`config.mk`:
```
export PLATFORM = sky130hd
export DESIGN_NAME = nic_cmd_responder
export DESIGN_NICKNAME = d
export VERILOG_FILES = /design/src/rtl/pspin_cfg_pkg.sv /design/src/rtl/nic_cmd_responder.sv
export SDC_FILE = /design/constraint.sdc
export NUM_CORES = 1
export LEC_CHECK = 0
export BUFFER_PORTS_ARGS = -buffer_cell sky130_fd_sc_hd__buf_4
export CAP_MARGIN = 10
export CORE_ASPECT_RATIO = 1.2
export CORE_MARGIN = 5
export CORE_UTILIZATION = 50
export DETAILED_ROUTE_END_ITERATION = 16
export PLACE_DENSITY_LB_ADDON = 0.15
export SLEW_MARGIN = 20
export SYNTH_ARGS = -nofsm -noshare
export SYNTH_HDL_FRONTEND = slang
export SYNTH_SLANG_ARGS = --single-unit
```
`constraint.sdc`:
```
create_clock -name clk_i -period 3.65 [get_ports clk_i]
set_input_delay 0.1825 -clock clk_i [delete_from_list [all_inputs] [get_ports clk_i]]
set_output_delay 0.1825 -clock clk_i [all_outputs]
set_load 0.01 [all_outputs]
```
`src/rtl/pspin_cfg_pkg.sv`:
```
// Command-interface types shared by the HPU command unit and its responders.
package pspin_cfg_pkg;

    typedef logic [1:0] pspin_cmd_intf_id_t;
    typedef logic [1:0] pspin_cmd_type_t;

    localparam pspin_cmd_intf_id_t CMD_NIC_OUTBOUND_ID = 2'd1;

    typedef struct packed {
        logic [7:0] cluster_id;
        logic [3:0] core_id;
        logic [3:0] local_cmd_id;
    } pspin_cmd_id_t;

    typedef struct packed {
        logic [31:0] nid;
        logic [31:0] fid;
        logic [31:0] src_addr;
        logic [31:0] length;
    } nic_cmd_t;

    typedef struct packed {
        nic_cmd_t nic_cmd;
    } pspin_cmd_descr_t;

    typedef struct packed {
        pspin_cmd_id_t      cmd_id;
        pspin_cmd_type_t    cmd_type;
        pspin_cmd_intf_id_t intf_id;
        logic               to_uncluster;
        pspin_cmd_descr_t   descr;
    } pspin_cmd_req_t;

    typedef struct packed {
        pspin_cmd_id_t cmd_id;
    } pspin_cmd_resp_t;

endpackage

```
`src/rtl/nic_cmd_responder.sv`:
```
// NIC-outbound command responder: forwards nic_cmd_t to the NIC engine and
// returns cmd_id responses in issue order as in-order completions arrive.
module nic_cmd_responder
    import pspin_cfg_pkg::*;
#(
    parameter int unsigned        NUM_OUTSTANDING = 8,
    parameter pspin_cmd_intf_id_t NIC_INTF_ID     = CMD_NIC_OUTBOUND_ID
) (
    input  logic                               clk_i,
    input  logic                               rst_ni,
    input  logic                               cmd_req_valid_i,
    output logic                               cmd_req_ready_o,
    input  pspin_cmd_req_t                     cmd_req_i,
    output logic                               nic_cmd_valid_o,
    input  logic                               nic_cmd_ready_i,
    output nic_cmd_t                           nic_cmd_o,
    input  logic                               nic_cmd_done_i,
    output logic                               cmd_resp_valid_o,
    input  logic                               cmd_resp_ready_i,
    output pspin_cmd_resp_t                    cmd_resp_o,
    output logic [$clog2(NUM_OUTSTANDING):0]   outstanding_o,
    output logic                               err_bad_intf_o,
    output logic                               err_spurious_done_o
);

    localparam int unsigned PTR_W = $clog2(NUM_OUTSTANDING);
    localparam int unsigned CNT_W = PTR_W + 1;

    typedef logic [PTR_W-1:0] ptr_t;
    typedef logic [CNT_W-1:0] cnt_t;

    localparam cnt_t FULL_CNT = cnt_t'(NUM_OUTSTANDING);

    function automatic cnt_t step_cnt(input cnt_t cnt, input logic inc, input logic dec);
        cnt_t res;
        res = cnt;
        if (inc && !dec) begin
            res = cnt + cnt_t'(1);
        end else if (dec && !inc) begin
            res = cnt - cnt_t'(1);
        end
        return res;
    endfunction

    pspin_cmd_id_t fifo_mem [NUM_OUTSTANDING];
    ptr_t          wr_ptr;
    ptr_t          rd_ptr;
    cnt_t          occ;
    cnt_t          at_nic;
    cnt_t          done_cnt;

    nic_cmd_t      nic_cmd_p1;
    logic          nic_vld_p1;
    logic          err_bad_p1;
    logic          err_spur_p1;

    logic          fifo_full;
    logic          req_hs;
    logic          intf_ok;
    logic          push;
    logic          pop;
    logic          nic_hs;
    logic          done_ok;
    logic          resp_vld;

    // cmd_type and to_uncluster carry no meaning for the NIC path
    logic          unused_req_fields;
    assign unused_req_fields = ^{cmd_req_i.cmd_type, cmd_req_i.to_uncluster};

    assign fifo_full       = (occ == FULL_CNT);
    assign cmd_req_ready_o = !fifo_full && (!nic_vld_p1 || nic_cmd_ready_i);

    assign req_hs  = cmd_req_valid_i && cmd_req_ready_o;
    assign intf_ok = (cmd_req_i.intf_id == NIC_INTF_ID);
    assign push    = req_hs && intf_ok;
    assign nic_hs  = nic_vld_p1 && nic_cmd_ready_i;
    assign done_ok = nic_cmd_done_i && (at_nic != '0);
    assign resp_vld = (done_cnt != '0);
    assign pop     = resp_vld && cmd_resp_ready_i;

    // Stage p0 -> p1: request accept, NIC slot, tracking counters
    always_ff @(posedge clk_i or negedge rst_ni) begin
        if (!rst_ni) begin
            wr_ptr      <= '0;
            rd_ptr      <= '0;
            occ         <= '0;
            at_nic      <= '0;
            done_cnt    <= '0;
            nic_vld_p1  <= 1'b0;
            nic_cmd_p1  <= '0;
            err_bad_p1  <= 1'b0;
            err_spur_p1 <= 1'b0;
        end else begin
            if (push) begin
                wr_ptr <= wr_ptr + ptr_t'(1);
            end
            if (pop) begin
                rd_ptr <= rd_ptr + ptr_t'(1);
            end
            occ      <= step_cnt(occ, push, pop);
            at_nic   <= step_cnt(at_nic, nic_hs, done_ok);
            done_cnt <= step_cnt(done_cnt, done_ok, pop);

            if (push) begin
                nic_vld_p1 <= 1'b1;
                nic_cmd_p1 <= cmd_req_i.descr.nic_cmd;
            end else if (nic_hs) begin
                nic_vld_p1 <= 1'b0;
            end

            err_bad_p1  <= req_hs && !intf_ok;
            // a NIC handshake in the same cycle cannot be completed yet
            err_spur_p1 <= nic_cmd_done_i && (at_nic == '0);
        end
    end

    always_ff @(posedge clk_i) begin
        if (push) begin
            fifo_mem[wr_ptr] <= cmd_req_i.cmd_id;
        end
    end

    always_comb begin
        cmd_resp_o = '0;
        if (resp_vld) begin
            cmd_resp_o.cmd_id = fifo_mem[rd_ptr];
        end
    end

    assign cmd_resp_valid_o    = resp_vld;
    assign nic_cmd_valid_o     = nic_vld_p1;
    assign nic_cmd_o           = nic_cmd_p1;
    assign outstanding_o       = occ;
    assign err_bad_intf_o      = err_bad_p1;
    assign err_spurious_done_o = err_spur_p1;

endmodule

```
Word-level counts from Yosys, hierarchy flattened
Memory sizes are Yosys's and may differ from the RTL's.
Cells that the tools add are included.
{ "classes": {"addsub": 8, "eq_ne": 2, "mux": 11, "n_reduce_logical": 29} }
{ "ops": {"columns": ["op", "n"], "rows": [
  ["$mux W4", 6],
  ["$mux W16", 1],
  ["$logic_and A1 B1 Y1", 14],
  ["$add A4 B1 Y4 const B", 3],
  ["$sub A4 B1 Y4 const B", 3],
  ["$reduce_bool A2 Y1", 4],
  ["$reduce_bool A4 Y1", 2],
  ["$logic_not A1 Y1", 7],
  ["$add A3 B1 Y3 const B", 2],
  ["$eq A4 B4 Y1 const B", 1],
  ["$logic_not A4 Y1", 1],
  ["$mux W1", 4],
  ["$eq A2 B1 Y1 const B", 1],
  ["$logic_or A1 B1 Y1", 1]
]} }
{ "totals": {"reg_bits": 149, "ramBits": 128, "inputBits": 155, "word_cells": 63, "mem_count": 1} }
{ "memory_table": {"columns": ["name", "depth", "width", "read_ports", "rd_ports_with_merged_regs", "wr", "line_no", "source"], "rows": [
  ["fifo_mem", 8, 16, 1, 0, 1, "nic_cmd_responder.sv:45", "pspin_cmd_id_t fifo_mem [NUM_OUTSTANDING];"]
]} }

Longest topological paths before layout
{ "depth": {"ltp_word": 9, "mapped_depth": 12, "depth_no_buf": 9} }

Least setup slack after synthesis
No wires, ideal clock.
{ "synth_path": {"kind": "reg2reg", "start": "register occ[0], in the netlist outstanding_o[0]", "end": "register occ[3], in the netlist outstanding_o[3]", "setup_time_ns": 0.131, "arrival_ns": 2.897, "required_ns": 3.519, "path_slack_ns": 0.622, "path_stages_with_launch": 13, "n_path_buf": 3, "period_less_slack_ns": 3.028, "cell_sequence": "dfrtp_1 > or4b_1 > buf_2 > nand4_4 > buf_8 > buf_6 > inv_1 > ha_1 > inv_1 > ha_1 > or4_1 > o211ai_1 > o211ai_1"} }
{ "synth_via": {"elab_chain_len": 8, "elab_cells_between_ends": 13} }
{ "synth_lines": {"columns": ["item", "line_no", "source"], "rows": [
  ["start: declaration", "nic_cmd_responder.sv:48", "cnt_t occ;"],
  ["start signal: assignment", "nic_cmd_responder.sv:100", "occ <= step_cnt(occ, push, pop);"],
  ["$eq A4 B4 Y1 (*)", "nic_cmd_responder.sv:70", "assign fifo_full = (occ == FULL_CNT);"],
  ["$logic_not A1 Y1 (*)", "nic_cmd_responder.sv:71", "assign cmd_req_ready_o = !fifo_full && (!nic_vld_p1 || nic_cmd_ready_i);"],
  ["$logic_and A1 B1 Y1 (*)", "nic_cmd_responder.sv:71", null],
  ["$logic_and A1 B1 Y1 (*)", "nic_cmd_responder.sv:73", "assign req_hs = cmd_req_valid_i && cmd_req_ready_o;"],
  ["$logic_and A1 B1 Y1 (*)", "nic_cmd_responder.sv:75", "assign push = req_hs && intf_ok;"],
  ["via push", "nic_cmd_responder.sv:60", "logic push;"],
  ["$logic_not A1 Y1", "nic_cmd_responder.sv:39", "end else if (dec && !inc) begin"],
  ["$logic_and A1 B1 Y1", "nic_cmd_responder.sv:39", null],
  ["$reduce_bool A2 Y1 (no line)", null, null]
]} }
The timed path passes the listed nets; every way through them passes the cells marked *. The select of a mux whose other input is x is not followed.
A chain may end at the register's enable or synchronous reset.

Worst setup path after layout
{ "layout_path": {"start": "register done_cnt[0]", "end": "register done_cnt[3]"} }
{ "layout_via": {"elab_chain_len": 5, "elab_cells_between_ends": 10} }
{ "layout_lines": {"columns": ["item", "line_no", "source"], "rows": [
  ["start: declaration", "nic_cmd_responder.sv:50", "cnt_t done_cnt;"],
  ["start signal: assignment", "nic_cmd_responder.sv:102", "done_cnt <= step_cnt(done_cnt, done_ok, pop);"],
  ["branches (longest 5 deep; another with $sub A4 B1 Y4)", null, null]
]} }
Parallel ways; which one is timed is not known. The select of a mux whose other input is x is not followed.

==> flow_summary.json <==
{
  "syn2layout_area_growth_pct": 45.24,
  "holdBufCountCts": 148,
  "yosysWarnings": 0,
  "core_mm2": 0.02163,
  "wl_met1_mm": 10.68,
  "crit_start": "done_cnt[0]$_DFFE_PN0P_",
  "r2r.worst_path.cells": 8,
  "avgSynthCellArea_um2": 18.39,
  "fp-row-count": 59,
  "final_common_cell": "buf_4",
  "ir_drop_mv": 0.5719,
  "final_cells": 1355,
  "routed.top_layer": "met5",
  "place_area_mm2": 0.01352,
  "setup_viol": 0,
  "clock_path_buffers": 3,
  "skew_ps": 8.823,
  "power_density_mw_per_mm2": 694.6,
  "vias_per_cell": 5.311,
  "worstSetupPathType": "reg2reg",
  "seq_area_frac_synth": 0.6907,
  "finalInstanceArea_mm2": 0.01592,
  "post-dp-hpwl_mm": 19.08,
  "synth_nets": 765,
  "holdCritPathClass": "in2reg",
  "grt_usage": 0.2369,
  "worstPathMaxFanout": 6,
  "p_leak_nw": 6.667,
  "dieArea_mm2": 0.02500,
  "setup_ws_ps": 744.7,
  "cts_root_buf": "clkbuf_16",
  "fin_util": 0.7362,
  "start_util": 0.5069,
  "ys_types": 35,
  "grt_overflow": 0,
  "place.gp.congestion": 0.7843,
  "cts_resized": 0,
  "tightest_slew_ps": 1052,
  "io_buffers": 304,
  "post-route-drc-count": 0,
  "drt_iter0_markers": 314,
  "grt_pass1_wl_mm": 46.48,
  "r2r_end": "done_cnt[3]$_DFFE_PN0P_",
  "wl_met2_mm": 16.43,
  "clk_latency_ps": 520,
  "cp.required_ps": 4040,
  "endpoint": "done_cnt[3]$_DFFE_PN0P_",
  "drv_slew": 0,
  "post-cts-setup-buffers": 0,
  "die_w_um": 145.2,
  "die_y_um": 172.2,
  "fin_tns_setup_ps": 0,
  "timing.rr.start": "done_cnt[0]$_DFFE_PN0P_",
  "wl_met3_mm": 2.144,
  "grt_pass1_vias": 8220,
  "final_cell_mix": "315 x buf_4, 148 x dfrtp_1, 148 x dlygate4sd3_1, 128 x edfxtp_1, 77 x mux2_1",
  "critPathCaptureType": "flip-flop",
  "ioPinCount": 308,
  "drt-pass1-iter-count": 4,
  "rsz0062_at_grt": "false",
  "clk_pin_slew_ps": 60,
  "antenna_found_initial": 2,
  "syn_area_mm2": 0.01096,
  "cap_violations": 0,
  "wire_per_inst_um": 22.28,
  "antenna_left": 0,
  "fin_total_pwr_mw": 11.06,
  "yosys_register_bits": 277,
  "dp_slack_ps": 746.8,
  "maxSlewHeadroom": 0.2965,
  "cts_buffers": 27,
  "fin_hold_ws_ps": 27.16,
  "vias": 7196,
  "critPathArrivalTime_ps": 3300,
  "hold_violations": 0,
  "tritoncts": "built",
  "rrSetupSlack_ps": 740,
  "fin_crit_sh": 0.7960,
  "grt_max_degree": 132,
  "fmax_ghz": 0.3442,
  "cts-htree-levels": 1,
  "drive_above_1_share": 0.4254,
  "start_kind": "flip-flop",
  "synth_cells": 596,
  "dp.cells": 1156,
  "routed_wl_mm": 30.19,
  "final.min_clock_period_ps": 2905,
  "status": "completed",
  "nNetsFinal": 1228,
  "cts.sinks": 277
}
cells by family after synthesis:
logic type | Yosys count | synth area share
DFF | 277 | 0.6907
muxes | 168 | 0.2051
AOI/OAI and AO/OA | 34 | 0.02408
buffers and inverters | 36 | 0.02351
adders and majority gates | 14 | 0.01803
and+or+nand+nor | 57 | 0.03058
xor gates and xnor gates | 10 | 0.007989
power by group:
group / internal, mW / switching, mW / total (mW) / leakage (nW)
clock: 1.70 / 1.16 / 2.86 / 0.443
combinational: 2.04 / 1.73 / 3.77 / 3.30
sequential: 3.91 / 0.510 / 4.42 / 2.92
registers in the layout, summed over array words and instances, names as in the netlist:
signal and count:
fifo_mem 128, nic_cmd_o 128, at_nic 4, done_cnt 4, outstanding_o 4, rd_ptr 3
wr_ptr 3, err_bad_intf_o 1, err_spurious_done_o 1, nic_cmd_valid_o 1
metal layers:
layer	global-route usage	vias up
li1	-	3203
met1	0.2683	3668
met2	0.4402	266
met3	0.06343	57
met4	0.07343	2
met5	0	-
synthesized netlist by cell type (all sizes together):
master / n / area share
or3: 4 / 0.0023
nand2b: 3 / 0.0017
clkbuf: 11 / 0.0038
nand4: 3 / 0.0031
mux4: 32 / 0.066
buf: 20 / 0.018
ha: 11 / 0.013
xnor2: 10 / 0.0080
nor3: 7 / 0.0032
nor2: 4 / 0.0014
dfrtp: 149 / 0.34
mux2i: 3 / 0.0027
fa: 3 / 0.0055
or4: 4 / 0.0027
a22o: 16 / 0.013
o21ai: 3 / 0.0014
nand3: 9 / 0.0041
nand3b: 4 / 0.0027
edfxtp: 128 / 0.35
and3b: 1 / 0.00080
nor2b: 2 / 0.0011
a2111o: 3 / 0.0031
inv: 5 / 0.0017
mux2: 133 / 0.14
and2: 4 / 0.0023
o211ai: 6 / 0.0041
nor4: 2 / 0.0011
or4b: 1 / 0.00091
a21oi: 6 / 0.0027
nand2: 9 / 0.0031
worst max-delay path, stage by stage, from the launching register on:
cell,delay (ps)
dfrtp_1,440
or4_1,640
nand2_1,210
ha_1,280
inv_1,130
ha_1,370
or4_1,500
o211ai_1,110
o211ai_1,100
area by class of cell:
| cell class | instances | area (um^2) |
|---|---|---|
| clock buffer | 32 | 724.4 |
| fill | 1281 | 5707 |
| clock inverter | 17 | 193.9 |
| sequential | 277 | 7574 |
| inverter | 5 | 18.77 |
| tap | 274 | 342.8 |
| antenna | 2 | 5.005 |
| timing repair buffer | 465 | 3877 |
| multi-input combinational | 283 | 3187 |
how the worst min path moves through the flow:
stage	start	to	slack (ps)	cells after the start
5_1_grt	cmd_req_i[130]	err_bad_intf_o$_DFF_PN0_	30	3
4_1_cts	cmd_req_i[130]	err_bad_intf_o$_DFF_PN0_	10	3
3_5_place_dp	rst_ni	nic_cmd_o[32]$_DFFE_PN0P_	320	1
6_report	cmd_req_i[130]	err_bad_intf_o$_DFF_PN0_	30	3
2_1_floorplan	rst_ni	at_nic[0]$_DFFE_PN0P_	-110	0
3_3_place_gp	rst_ni	nic_cmd_o[26]$_DFFE_PN0P_	310	1
No activity file was read; power rests on OpenSTA's default activity.
